`src/rtl/rf_wb_arbiter_if.sv`:
```
// Writeback bus between the execute/memory requesters, the issue-stage
// claim port and the register-file write port of rf_wb_arbiter.
interface rf_wb_arbiter_if #(
  parameter int NREQ = 3,
  parameter int XLEN = 64
);
  logic [NREQ-1:0]      req_valid;
  logic [NREQ-1:0]      req_ready;
  logic [NREQ*5-1:0]    req_rd;
  logic [NREQ*XLEN-1:0] req_data;
  logic                 claim_en;
  logic [4:0]           claim_rd;
  logic                 w_en;
  logic [4:0]           w_reg;
  logic [XLEN-1:0]      w_data;
  logic [31:0]          busy;

  modport master (
    output req_valid, req_rd, req_data, claim_en, claim_rd,
    input  req_ready, w_en, w_reg, w_data, busy
  );

  modport slave (
    input  req_valid, req_rd, req_data, claim_en, claim_rd,
    output req_ready, w_en, w_reg, w_data, busy
  );
endinterface

```
`src/rtl/rf_wb_arbiter.sv`:
```
// Writeback arbiter and busy scoreboard for the 32 x XLEN register file.
// Grants one requester per cycle into a registered write stage and tracks
// outstanding destination registers for read-after-write stalls.
// Build option: define RF_WB_FIXED_PRIO_EN for fixed priority (lowest
// index wins, no pointer); default build is round-robin.
module rf_wb_arbiter #(
  parameter int NREQ = 3,
  parameter int XLEN = 64
) (
  input logic          clk,
  input logic          rstn,
  rf_wb_arbiter_if.slave bus
);
  localparam int IDXW = (NREQ > 2) ? 2 : 1;

  logic [NREQ-1:0] grant;
  logic [IDXW-1:0] grant_idx;
  logic [IDXW:0]   cand;
  logic            xfer;
  logic [4:0]      sel_rd;
  logic [XLEN-1:0] sel_data;
  logic            w_en_q;
  logic [4:0]      w_reg_q;
  logic [XLEN-1:0] w_data_q;
  logic [31:0]     busy_q;
  logic [31:0]     busy_nxt;

`ifndef RF_WB_FIXED_PRIO_EN
  logic [IDXW-1:0] ptr;
`endif

  // Pick the first valid requester, searching from the priority start point.
  always_comb begin
    grant_idx = '0;
    xfer      = 1'b0;
    cand      = '0;
    for (int k = 0; k < NREQ; k++) begin
`ifndef RF_WB_FIXED_PRIO_EN
      cand = {1'b0, ptr} + (IDXW+1)'(k);
      if (cand >= (IDXW+1)'(NREQ)) cand = cand - (IDXW+1)'(NREQ);
`else
      cand = (IDXW+1)'(k);
`endif
      if (!xfer && bus.req_valid[cand[IDXW-1:0]]) begin
        xfer      = 1'b1;
        grant_idx = cand[IDXW-1:0];
      end
    end
    grant = xfer ? (NREQ'(1) << grant_idx) : '0;
  end

  // Route the granted requester's destination and data to the write stage.
  always_comb begin
    sel_rd   = '0;
    sel_data = '0;
    for (int k = 0; k < NREQ; k++) begin
      if (grant[k]) begin
        sel_rd   = bus.req_rd[5*k +: 5];
        sel_data = bus.req_data[XLEN*k +: XLEN];
      end
    end
  end

`ifndef RF_WB_FIXED_PRIO_EN
  // Advance the round-robin pointer past whoever just transferred.
  always_ff @(posedge clk or negedge rstn) begin
    if (!rstn) ptr <= '0;
    else if (xfer) ptr <= (grant_idx == IDXW'(NREQ-1)) ? '0 : grant_idx + 1'b1;
  end
`endif

  // Registered write port; x0 writes are accepted but never enabled.
  always_ff @(posedge clk or negedge rstn) begin
    if (!rstn) begin
      w_en_q   <= 1'b0;
      w_reg_q  <= '0;
      w_data_q <= '0;
    end else if (xfer) begin
      w_en_q   <= (sel_rd != 5'd0);
      w_reg_q  <= sel_rd;
      w_data_q <= sel_data;
    end else begin
      w_en_q   <= 1'b0;
    end
  end

  // Clear on the register-file write, then apply the claim so a same-cycle claim wins.
  always_comb begin
    busy_nxt = busy_q;
    if (w_en_q) busy_nxt[w_reg_q] = 1'b0;
    if (bus.claim_en && bus.claim_rd != 5'd0) busy_nxt[bus.claim_rd] = 1'b1;
    busy_nxt[0] = 1'b0;
  end

  // Busy bitmap register.
  always_ff @(posedge clk or negedge rstn) begin
    if (!rstn) busy_q <= '0;
    else       busy_q <= busy_nxt;
  end

  assign bus.req_ready = grant;
  assign bus.w_en      = w_en_q;
  assign bus.w_reg     = w_reg_q;
  assign bus.w_data    = w_data_q;
  assign bus.busy      = busy_q;
endmodule
```
`src/flat_wrapper.sv`:
```
// flat-port wrapper written by rule: the top's interface ports become plain ports
module rf_wb_arbiter_flat 
#(
  parameter int NREQ = 3,
  parameter int XLEN = 64
)
  (clk, rstn, bus_req_valid, bus_req_rd, bus_req_data, bus_claim_en, bus_claim_rd, bus_req_ready, bus_w_en, bus_w_reg, bus_w_data, bus_busy);
  rf_wb_arbiter_if #(.NREQ(NREQ), .XLEN(XLEN)) bus_i ();
  input logic clk;
  input logic rstn;
  input wire logic [$bits(bus_i.req_valid)-1:0] bus_req_valid;
  input wire logic [$bits(bus_i.req_rd)-1:0] bus_req_rd;
  input wire logic [$bits(bus_i.req_data)-1:0] bus_req_data;
  input wire logic [$bits(bus_i.claim_en)-1:0] bus_claim_en;
  input wire logic [$bits(bus_i.claim_rd)-1:0] bus_claim_rd;
  output wire logic [$bits(bus_i.req_ready)-1:0] bus_req_ready;
  output wire logic [$bits(bus_i.w_en)-1:0] bus_w_en;
  output wire logic [$bits(bus_i.w_reg)-1:0] bus_w_reg;
  output wire logic [$bits(bus_i.w_data)-1:0] bus_w_data;
  output wire logic [$bits(bus_i.busy)-1:0] bus_busy;
  assign bus_i.req_valid = bus_req_valid;
  assign bus_i.req_rd = bus_req_rd;
  assign bus_i.req_data = bus_req_data;
  assign bus_i.claim_en = bus_claim_en;
  assign bus_i.claim_rd = bus_claim_rd;
  assign bus_req_ready = bus_i.req_ready;
  assign bus_w_en = bus_i.w_en;
  assign bus_w_reg = bus_i.w_reg;
  assign bus_w_data = bus_i.w_data;
  assign bus_busy = bus_i.busy;
  rf_wb_arbiter #(.NREQ(NREQ), .XLEN(XLEN)) u_core (.clk(clk), .rstn(rstn), .bus(bus_i));
endmodule
```
`config.mk`:
```
export PLATFORM = sky130hd
export DESIGN_NAME = rf_wb_arbiter_flat
export DESIGN_NICKNAME = d
export VERILOG_FILES = /design/src/rtl/rf_wb_arbiter_if.sv /design/src/rtl/rf_wb_arbiter.sv /design/src/flat_wrapper.sv
export SDC_FILE = /design/constraint.sdc
export NUM_CORES = 1
export LEC_CHECK = 0
export ABC_AREA = 1
export ABC_CLOCK_PERIOD_IN_PS = 3200
export BUFFER_PORTS_ARGS = -buffer_cell sky130_fd_sc_hd__clkbuf_2
export CELL_PAD_IN_SITES_DETAIL_PLACEMENT = 0
export CELL_PAD_IN_SITES_GLOBAL_PLACEMENT = 1
export CORE_MARGIN = 5
export CORE_UTILIZATION = 31
export DETAILED_ROUTE_END_ITERATION = 12
export HOLD_SLACK_MARGIN = 0.05
export PLACE_DENSITY_LB_ADDON = 0.1
export SETUP_SLACK_MARGIN = 0.2
export SLEW_MARGIN = 40
export SYNTH_ARGS = -nofsm -noshare
export SYNTH_HDL_FRONTEND = slang
export SYNTH_SLANG_ARGS = --single-unit
```
`constraint.sdc`:
```
create_clock -name clk -period 3.2 [get_ports clk]
set_clock_uncertainty 0.05 [all_clocks]
set_input_delay 0.32 -clock clk [delete_from_list [all_inputs] [get_ports clk]]
set_output_delay 0.32 -clock clk [all_outputs]
set_load 0.02 [all_outputs]
```
==> results of run 1 <==
-- power by group --
group	switching [W]	leakage, nW	internal, W	total, W
Sequential	0.000399	1.22	0.00207	0.00247
Combinational	0.00411	2.34	0.00187	0.00597
Clock	0.000536	0.135	0.000542	0.00108
-- cell usage after synthesis --
| cell | number |
|---|---|
| a21boi_0 | 1 |
| nand2_1 | 284 |
| nor3_1 | 2 |
| buf_2 | 12 |
| a31oi_2 | 1 |
| nand3_1 | 40 |
| a21oi_1 | 4 |
| o21ai_1 | 2 |
| inv_1 | 16 |
| o21ai_0 | 64 |
| nor2_2 | 1 |
| conb_1 | 1 |
| dfrtp_1 | 103 |
| nor2_4 | 1 |
| nand2_2 | 4 |
| buf_6 | 7 |
| nor2_1 | 12 |
| clkbuf_1 | 10 |
| buf_4 | 3 |
| ha_1 | 2 |
| nand4_1 | 66 |
| inv_2 | 6 |
-- logic make-up (layout without fill, tap and decap cells) --
logic type,Yosys count,after routing,synth area share
buffers and inverters,54,369,0.05592
AOI/OAI and AO/OA,72,72,0.07356
DFF,103,103,0.5119
adders and majority gates,2,2,0.004969
and+or+nand+nor,410,410,0.3529
other,1,1,0.0007448
-- repair_timing --
action / 4_1_cts / 5_1_grt
hold buffers: 1 / 0
setup endpoints to repair: 1 / 2
endpoints found under the hold margin: 51 / 0
resized for setup: 1 / 3
pin swaps: 0 / 0
-- routing by layer --
metal  vias up  track usage  part of all wire
met2       230       0.3623              0.51
li1       2758            -                 -
met3        26      0.05625             0.081
met5         -            0                 0
met1      2608       0.2441              0.39
met4         0      0.07317             0.022
-- critical path, cell delays in order, from the launching register on --
cell,delay [ns]
dfrtp_1,0.36
inv_1,0.06
ha_1,0.40
inv_2,0.11
nand2_1,0.06
nand3_1,0.07
nand2_1,0.10
nand4_1,0.14
nand2_2,0.10
nor2_4,0.14
nand2_2,0.12
inv_6,0.20
clkbuf_2,0.21
-- worst min-delay path by stage --
stage	from	endpoint	slack, ns	cells after the start
after floorplan	rstn	u_core.bus.busy[10]	-0.03	0
after global placement	rstn	u_core.bus.busy[29]	0.35	1
after detailed placement	rstn	u_core.bus.busy[31]	0.36	1
after CTS	bus_req_data[39]	u_core.bus.w_data[39]	0.10	3
after global routing	bus_req_data[5]	u_core.bus.w_data[5]	0.12	3
final	bus_req_data[39]	u_core.bus.w_data[39]	0.12	3
-- cell type report --
class / instances / area share
tap: 216 / 0.03791
timing repair buffer: 331 / 0.2424
inverter: 22 / 0.01229
multi-input combinational: 485 / 0.3062
clock inverter: 6 / 0.007547
sequential: 103 / 0.3615
clock buffer: 10 / 0.03212
-- per-stage QoR --
stage	instances	hold slack [ns]	util	area (um2)	setup slack [ns]
global placement	1155	0.3513	0.4284	6805	0.6534
floorplan	642	-0.02559	-	5035	1.103
global route	1173	0.1200	0.4488	7129	0.2246
finish	1173	0.1173	0.4488	7129	0.3951
detailed placement	1155	0.3591	0.4284	6805	0.5682
CTS	1172	0.1026	0.4470	7101	0.3164
==> summary.md, run 1 <==
| Metric | Value |
|---|---|
| Status | `complete, no violations` |
| Die footprint | `0.01889 mm2` |
| Reg2Reg Depth | `12` |
| CP max FO | `25` |
| VDD IR-drop max | `556.8 uV` |
| Reg clk slew, reported paths | `approximately 0.080 ns` |
| Slack of the worst reg-to-reg path | `between 0.6 and 0.7 ns` |
| Vias in the first global route | `roughly 5900` |
| Worst setup EP type | `output pin` |
| Seq cells post-synth | `~100` |
| Worst-margin pin slew | `just under 0.7 ns` |
| Mapped Nets | `roughly 860` |
| Share of the synthesized area in the top cell type | `0.5119` |
| Max cap viols | `0` |
| Mean routed wirelength per cell | `between 15 and 20 um` |
| Sequential Area | `between 0.002 and 0.003 mm2` |
| Setup violators final | `0` |
| Drt initial violations | `around 330` |
| First-pass GRT wire length | `between 30 and 40 mm` |
| Slew HR | `0.5435` |
| CTS Buf Count | `9` |
| Initial DRT Pass Iterations | `6` |
| CP endpoint | `bus_req_ready[0]` |
| Final Slew Violations | `0` |
| Worst-skew pair later-pin latency | `between 0.3 and 0.4 ns` |
| Post-DP HPWL | `approximately 16 mm` |
| Max clock buf depth | `2` |
| Largest net degree at the start of global routing | `75` |
| CP startpoint kind | `flop` |
| Routed vias/inst | `between 4 and 5` |
| Tmin final | `2.805 ns` |
| Initial core utilization | `0.3170` |
| RePlAce Congestion | `0.9680` |
| Post-synthesis average cell area | `7.842 um2` |
| Highest-count cells in the layout ignoring fill and taps | `clkbuf_2 (320), nand2_1 (284), dfrtp_1 (103)` |
| Grt ovf | `0` |
| Pwr Total | `approximately 0.0095 W` |
| Core Area | `0.01589 mm2` |
| Layout cells sized above 1 | `0.3751` |
| Remaining DRCs | `0` |
| Leak | `roughly 3.7 nW` |
| Maximum clock rate | `356.5 MHz` |
| WP data required | `approximately 2.8 ns` |
| Antenna violations before repair | `0` |
| Cell count after synthesis | `642` |
| Post-synth top area cell | `dfrtp_1` |
| Worst path arrival time | `2.43 ns` |
| Area growth, synth to finish | `41.60%` |
| I/O pin count | `approximately 320` |
| TritonCTS clock tree | `built` |
| Pwr per Cell Area | `roughly 1300 mW/mm2` |
| Period utilisation layout | `0.8765` |
| Sequential share of the synthesized area | `0.5119` |
| Number of antenna diodes | `0` |
| Max reg flops | `64` |
| Mapped cell area | `just over 0.005 mm2` |
| Sinks on Clock Net | `103` |
| Routed WL | `20.08 mm` |
| Hold crit path type | `in -> reg` |
| Post-route ant nets | `0` |
| Crit Reg-Reg Endpoint | `u_core.bus.w_data[16]` |
| Worst Setup Path Type | `reg -> out` |
| DR vias | `5622` |
| Cell row count | `46` |
| Setup TNS | `0 ns` |
| Commonest non-fill, non-tap cell in the layout | `clkbuf_2` |
| Overall Global Routing Usage | `0.2073` |
| Worst r2r src | `u_core.ptr[0]` |
| Die Wd | `about 140 um` |
| Port Buffers | `about 320` |
| Die Height | `137.4 um` |
| Multi-input logic area | `approximately 0.0022 mm2` |
| RSZ-0062 raised after global routing | `false` |
| H-tree levels | `3` |
| Yosys warns | `0` |
| Setup bufs post-CTS | `0` |
| Fill count | `1641` |
| Unique masters post-synth | `22` |
| Final Hold Viols | `0` |
| CP Launch Point | `u_core.ptr[0]` |
| Top post-synthesis cells by area | `dfrtp_1 (51%), nand2_1 (21%), nand4_1 (8.2%)` |
| Final nets | `approximately 1200` |
| Root Buffer | `clkbuf_16` |
Power figures use the tool's default switching activity.
==> run 2: changes to the inputs <==
--- a/config.mk
+++ b/config.mk
@@ -10,7 +10,7 @@
 export BUFFER_PORTS_ARGS = -buffer_cell sky130_fd_sc_hd__clkbuf_2
 export CELL_PAD_IN_SITES_DETAIL_PLACEMENT = 0
 export CELL_PAD_IN_SITES_GLOBAL_PLACEMENT = 1
-export CORE_MARGIN = 5
+export CORE_MARGIN = 4
 export CORE_UTILIZATION = 31
 export DETAILED_ROUTE_END_ITERATION = 12
 export HOLD_SLACK_MARGIN = 0.05
==> run 2 against run 1 <==
  * Clock power hardly changed
  * Hold slack about the same
  * Final area down 0.25%
==> summary.md, run 2 (synthesized netlist as in run 1, its figures left out) <==
| Metric | Value |
|---|---|
| Setup violators final | `0 (unchanged)` |
| Setup bufs post-CTS | `0 (unchanged)` |
| Setup WS post-layout | `0.4355 ns (+0.04040 ns)` |
| Overall Global Routing Usage | `0.2099 (+0.002606)` |
| Slack of the worst reg-to-reg path | `0.73 ns (+0.08 ns)` |
| Status | `complete, no violations` |
| First-pass GRT wire length | `30.09 mm (-1.1%)` |
| DR vias | `5686 (+1.1%)` |
| Placed cell count | `1155 (unchanged)` |
| Leak | `3.687 nW (-0.14%)` |
| Area growth, synth to finish | `41.25%` |
| Maximum clock rate | `361.7 MHz (+1.5%)` |
| Largest net degree at the start of global routing | `75 (unchanged)` |
| Worst-skew pair later-pin latency | `0.36 ns (about the same)` |
| CP max FO | `10 (-60%)` |
| RSZ-0062 raised after global routing | `true` |
| H-tree levels | `3 (unchanged)` |
| Post-route ant nets | `0 (unchanged)` |
| Die Wd | `135.4 um (-1.5%)` |
| Remaining DRCs | `0 (unchanged)` |
| Reg clk slew, reported paths | `0.07 ns (about the same)` |
| Final Slew Violations | `0 (unchanged)` |
| Cell row count | `46 (unchanged)` |
| Worst setup EP type | `output pin` |
| Die Height | `135.4 um (-1.5%)` |
| Port Buffers | `321 (unchanged)` |
| Root Buffer | `clkbuf_16` |
| Worst Setup Path Type | `reg -> out` |
| Layout cells sized above 1 | `0.3745 (-0.0006536)` |
| CTS Buf Count | `9 (unchanged)` |
| WP data required | `2.83 ns (about the same)` |
| Setup TNS | `0 ns (unchanged)` |
| Final std cells w/o fill | `1172 (-0.085%)` |
| Max reg flops | `64 (unchanged)` |
| Routed WL | `19.80 mm (-1.4%)` |
| Number of antenna diodes | `0 (unchanged)` |
| I/O pin count | `323 (unchanged)` |
| Pwr per Cell Area | `1332 mW/mm2 (-0.23%)` |
| Antenna violations before repair | `0 (unchanged)` |
| Sinks on Clock Net | `103 (unchanged)` |
| Hold Crit Depth | `3 (unchanged)` |
| Final nets | `1171 (-0.085%)` |
| Slew HR | `0.4386 (-0.1049)` |
| Period utilisation layout | `0.8639 (-0.01263)` |
| Drt initial violations | `307 (-6.1%)` |
| Final core occ | `0.4477 (-0.001103)` |
| Hold crit path type | `in -> reg` |
| Reg2Reg Depth | `11 (-1)` |
| Tmin final | `2.764 ns (-0.04040 ns)` |
| Routed vias/inst | `4.852 (+1.2%)` |
| Core Area | `0.01589 mm2 (unchanged)` |
| Vias in the first global route | `5605 (-4.6%)` |
| Dpl ws | `0.7161 ns (+0.1480 ns)` |
| Post-DP HPWL | `15.44 mm (-0.37%)` |
| Commonest non-fill, non-tap cell in the layout | `clkbuf_2` |
| Highest-count cells in the layout ignoring fill and taps | `clkbuf_2 (320), nand2_1 (284), dfrtp_1 (103)` |
| Final Hold Viols | `0 (unchanged)` |
| Die footprint | `0.01834 mm2 (-2.9%)` |
| Max cap viols | `0 (unchanged)` |
| Worst-margin pin slew | `0.8421 ns (+0.1574 ns)` |
| RePlAce Congestion | `0.8469 (-13%)` |
| Initial core utilization | `0.3170 (unchanged)` |
| Final hold slack | `0.1172 ns (-0.0001210 ns)` |
| Mean routed wirelength per cell | `16.90 um (-1.3%)` |
| Grt ovf | `0 (unchanged)` |
| TritonCTS clock tree | `built` |
| Max clock buf depth | `2 (unchanged)` |
| CP startpoint kind | `flop` |
| Worst path arrival time | `2.39 ns (-0.04 ns)` |
| VDD IR-drop max | `742.4 uV (+33%)` |
| Initial DRT Pass Iterations | `5 (-1)` |
-- run 2: per-layer routing --
metal | up-vias | routed length (um) | part of all wire | track usage
met5 | - | 0 | 0 | 0
li1 | 2757 | - | - | -
met3 | 37 | 1735 | 0.088 | 0.05684
met4 | 0 | 621 | 0.031 | 0.09071
met2 | 248 | 9726 | 0.49 | 0.3482
met1 | 2644 | 7720 | 0.39 | 0.2574
-- run 2: layout make-up --
class | instances | area [um2]
fillers | 1687 | 8773
flip-flops and latches | 103 | 2577
multi-input cells | 485 | 2181
repair buffers | 330 | 1720
well taps | 216 | 270.3
clock buffers | 9 | 225.2
inverters | 22 | 82.58
clock inverters | 7 | 55.05
-- run 2: power by group --
group,switching (W),internal [W],leakage (nW)
Clock,0.000539,0.000537,0.133
Sequential,0.000418,0.00207,1.22
Combinational,0.00406,0.00185,2.34
-- run 2: worst paths after layout --
check / end / from
min in group asynchronous: u_core.bus.busy[31] / rstn
setup / recovery: bus_req_ready[0] / u_core.ptr[1]
hold / removal: u_core.bus.w_data[23] / bus_req_data[23]
setup reg to reg: u_core.bus.w_data[10] / u_core.ptr[0]
max in group asynchronous: u_core.bus.w_data[45] / rstn
hold reg to reg: u_core.bus.w_data[63] / u_core.bus.w_data[63]
-- run 2: repair_timing --
| action | in CTS | in global routing |
|---|---|---|
| setup endpoints to repair | 0 | 1 |
| endpoints found under the hold margin | 49 | 0 |
| gates resized for setup | 0 | 1 |
| hold buffers | 1 | 0 |
-- run 2: critical path: stages (launching register included) --
cell      delay (ns)
dfrtp_1         0.39
inv_1           0.07
ha_1            0.34
inv_2           0.09
nand2_1         0.07
nand3_1         0.08
a31oi_2         0.20
nand2_2         0.13
nor2_4          0.15
nand2_2         0.10
inv_2           0.20
clkbuf_2        0.23
-- run 2: per-stage QoR --
stage / total power [W] / instance area [um2]
after floorplan: 0.006648 / 5035
after global placement: 0.008396 / 6818
after detailed placement: 0.008551 / 6818
after CTS: 0.009626 / 7108
after global routing: 0.01033 / 7112
final: 0.009474 / 7112
==> run 3: changes to the inputs <==
--- a/config.mk
+++ b/config.mk
@@ -15,6 +15,7 @@
 export DETAILED_ROUTE_END_ITERATION = 12
 export HOLD_SLACK_MARGIN = 0.05
 export PLACE_DENSITY_LB_ADDON = 0.1
+export REMOVE_ABC_BUFFERS = 1
 export SETUP_SLACK_MARGIN = 0.2
 export SLEW_MARGIN = 40
 export SYNTH_ARGS = -nofsm -noshare
==> run 3 against run 2 <==
  * Clock power shrank 5%
  * Highest routed layer unchanged
  * Combinational power grew 2%
  * Final area is essentially flat
  * Hold slack gained 0.0062 ns
  * Critical path type unchanged
  * Largest power group unchanged
  * Routed wire length grew 0.54%
  * First-iteration DRC count shrank 17%
  * Global-route usage grew 0.25 points
  * Flip-flop and latch count is the same
  * Via count shrank 0.83%
  * Largest cell class unchanged
  * Die area is the same
==> summary.md, run 3 (synthesized netlist as in run 1, its figures left out) <==
| Metric | Value |
|---|---|
| WP data required | `2.83 ns (about the same)` |
| Die footprint | `0.01834 mm2 (unchanged)` |
| Highest-count cells in the layout ignoring fill and taps | `clkbuf_2 (320), nand2_1 (284), dfrtp_1 (103)` |
| Max reg flops | `64 (unchanged)` |
| Final nets | `1172 (+0.085%)` |
| Post-route ant nets | `0 (unchanged)` |
| Worst Setup Path Type | `reg -> out` |
| CP max FO | `47 (+37)` |
| Cell family with most CP delay | `buffers and inverters` |
| Routed vias/inst | `4.807 (-0.91%)` |
| Port Buffers | `321 (unchanged)` |
| Setup TNS | `0 ns (unchanged)` |
| Post-DP HPWL | `15.69 mm (+1.6%)` |
| Final Slew Violations | `0 (unchanged)` |
| Pwr Total | `0.009516 W (+0.44%)` |
| Overall Global Routing Usage | `0.2125 (+0.002520)` |
| H-tree levels | `3 (unchanged)` |
| Most used cell, CP | `nand2_1` |
| RSZ-0062 raised after global routing | `true` |
| Reg clk slew, reported paths | `0.08 ns (about the same)` |
| CTS Buf Count | `9 (unchanged)` |
| CP bufs+invs | `4 (unchanged)` |
| Max clock buf depth | `2 (unchanged)` |
| Period utilisation layout | `0.8813 (+0.01738)` |
| First-pass GRT wire length | `30.56 mm (+1.6%)` |
| Setup bufs post-CTS | `0 (unchanged)` |
| Cell row count | `46 (unchanged)` |
| TritonCTS clock tree | `built` |
| Number of antenna diodes | `0 (unchanged)` |
| Initial core utilization | `0.3170 (unchanged)` |
| Slew HR | `0.5782 (+0.1396)` |
| Layout cells sized above 1 | `0.3741 (-0.0003913)` |
| Sinks on Clock Net | `103 (unchanged)` |
| VDD IR-drop max | `694.2 uV (-6.5%)` |
| Initial DRT Pass Iterations | `6 (+1)` |
| Fill count | `1670 (-1.0%)` |
| Max cap viols | `0 (unchanged)` |
| Worst-margin pin slew | `0.6326 ns (-0.2094 ns)` |
| Die Wd | `135.4 um (unchanged)` |
| Drt initial violations | `254 (-17%)` |
| Maximum clock rate | `354.6 MHz (-2.0%)` |
| CP peak stage delay | `0.43 ns (+0.04 ns)` |
| I/O pin count | `323 (unchanged)` |
| CP startpoint kind | `flop` |
| Leak | `3.693 nW (+0.15%)` |
| Routed WL | `19.91 mm (+0.54%)` |
| Setup violators final | `0 (unchanged)` |
| Tmin final | `2.820 ns (+0.05563 ns)` |
| Worst-skew pair later-pin latency | `0.35 ns (about the same)` |
| Root Buffer | `clkbuf_16` |
| Vias in the first global route | `5663 (+1.0%)` |
| Pwr per Cell Area | `1337 mW/mm2 (+0.39%)` |
| Commonest non-fill, non-tap cell in the layout | `clkbuf_2` |
| Worst path arrival time | `2.45 ns (+0.06 ns)` |
| Worst setup EP type | `output pin` |
| Crit-path slowest cell | `ha_1` |
| Remaining DRCs | `0 (unchanged)` |
| Status | `complete, no violations` |
| Area growth, synth to finish | `41.33% (about the same)` |
| RePlAce Congestion | `0.9019 (+6.5%)` |
| Hold crit path type | `in -> reg` |
| Mean routed wirelength per cell | `16.97 um (+0.45%)` |
| Antenna violations before repair | `0 (unchanged)` |
| Crit-path cells | `inv_1, ha_1, inv_2, nand2_1, nand3_1, nand2_1, nand4_1, nand2_2, buf_6, clkbuf_2` |
| Placed cell count | `1156 (+0.087%)` |
| Die Height | `135.4 um (unchanged)` |
| Grt ovf | `0 (unchanged)` |
| Core Area | `0.01589 mm2 (unchanged)` |
| Largest net degree at the start of global routing | `75 (unchanged)` |
| Final std cells w/o fill | `1173 (+0.085%)` |
| DR vias | `5639 (-0.83%)` |
| Final Hold Viols | `0 (unchanged)` |
==> run 3: changes by cell type in the layout (fill, tap and decap cells not counted) <==
cell / before / now
clkinv_2: 1 / 4
inv_6: 3 / 2
clkinvlp_4: 2 / 1
inv_4: 0 / 1
inv_2: 6 / 4
buf_6: 1 / 2
clkbuf_1: 0 / 1
clkinv_4: 1 / 0
==> run 3: worst paths after layout <==
check / start / end / slack (ns) / depth (start not counted)
setup / recovery: u_core.ptr[0] / bus_req_ready[2] / 0.38 / 10
hold / removal: bus_req_data[31] / u_core.bus.w_data[31] / 0.12 / 3
setup reg to reg: u_core.ptr[0] / u_core.bus.w_data[13] / 0.69 / 12
hold reg to reg: u_core.bus.w_data[50] / u_core.bus.w_data[50] / 0.45 / 2
max in group asynchronous: rstn / u_core.bus.w_data[38] / 1.89 / 3
min in group asynchronous: rstn / u_core.bus.busy[9] / 0.47 / 2
==> run 3: where the power goes <==
part / leakage [nW] / switching (W) / total (W) / internal, W
clock network: 0.132 / 0.000500 / 0.00103 / 0.000526
logic: 2.34 / 0.00410 / 0.00600 / 0.00190
registers: 1.22 / 0.000418 / 0.00249 / 0.00207
total: 3.69 / 0.00502 / 0.00952 / 0.00450
==> run 3: cell type report <==
type | instances | area [um2] | share of cell area
Clock buffer | 10 | 229.0 | 0.03218
Clock inverter | 6 | 36.28 | 0.005099
Inverter | 22 | 90.09 | 0.01266
Multi-Input combinational cell | 485 | 2181 | 0.3065
Sequential cell | 103 | 2577 | 0.3622
Tap cell | 216 | 270.3 | 0.03798
Timing Repair Buffer | 331 | 1732 | 0.2434
==> run 3: worst register-to-register path, cell delays in order, from the launching register on <==
cell     delay, ns
dfrtp_1       0.36
inv_1         0.06
ha_1          0.43
inv_2         0.07
nand2_1       0.07
nand3_1       0.06
nand2_1       0.12
nand4_1       0.16
nand2_2       0.14
buf_6         0.35
buf_4         0.36
nand2_1       0.10
nand4_1       0.10
==> run 3: repair_timing <==
action / in CTS / in global routing
setup endpoints to repair: 0 / 3
hold buffers: 1 / 0
endpoints found under the hold margin: 43 / 0
gates resized for setup: 0 / 6
==> run 3: through the flow <==
stage	util	hold slack (ns)	setup WS (ns)	cell area (um2)
floorplan	-	-0.02559	-0.2250	4836
global placement	0.4297	0.3100	0.6873	6825
detailed placement	0.4297	0.3158	0.5612	6825
CTS	0.4470	0.1082	0.2349	7101
global route	0.4479	0.1140	0.1545	7116
finish	0.4479	0.1233	0.3799	7116
==> run 3: layer usage <==
layer	track usage	vias to the layer above	share of wire
met4	0.08287	0	0.030
met5	0	-	0
li1	-	2755	-
met3	0.04198	35	0.075
met1	0.2671	2581	0.40
met2	0.3603	268	0.49
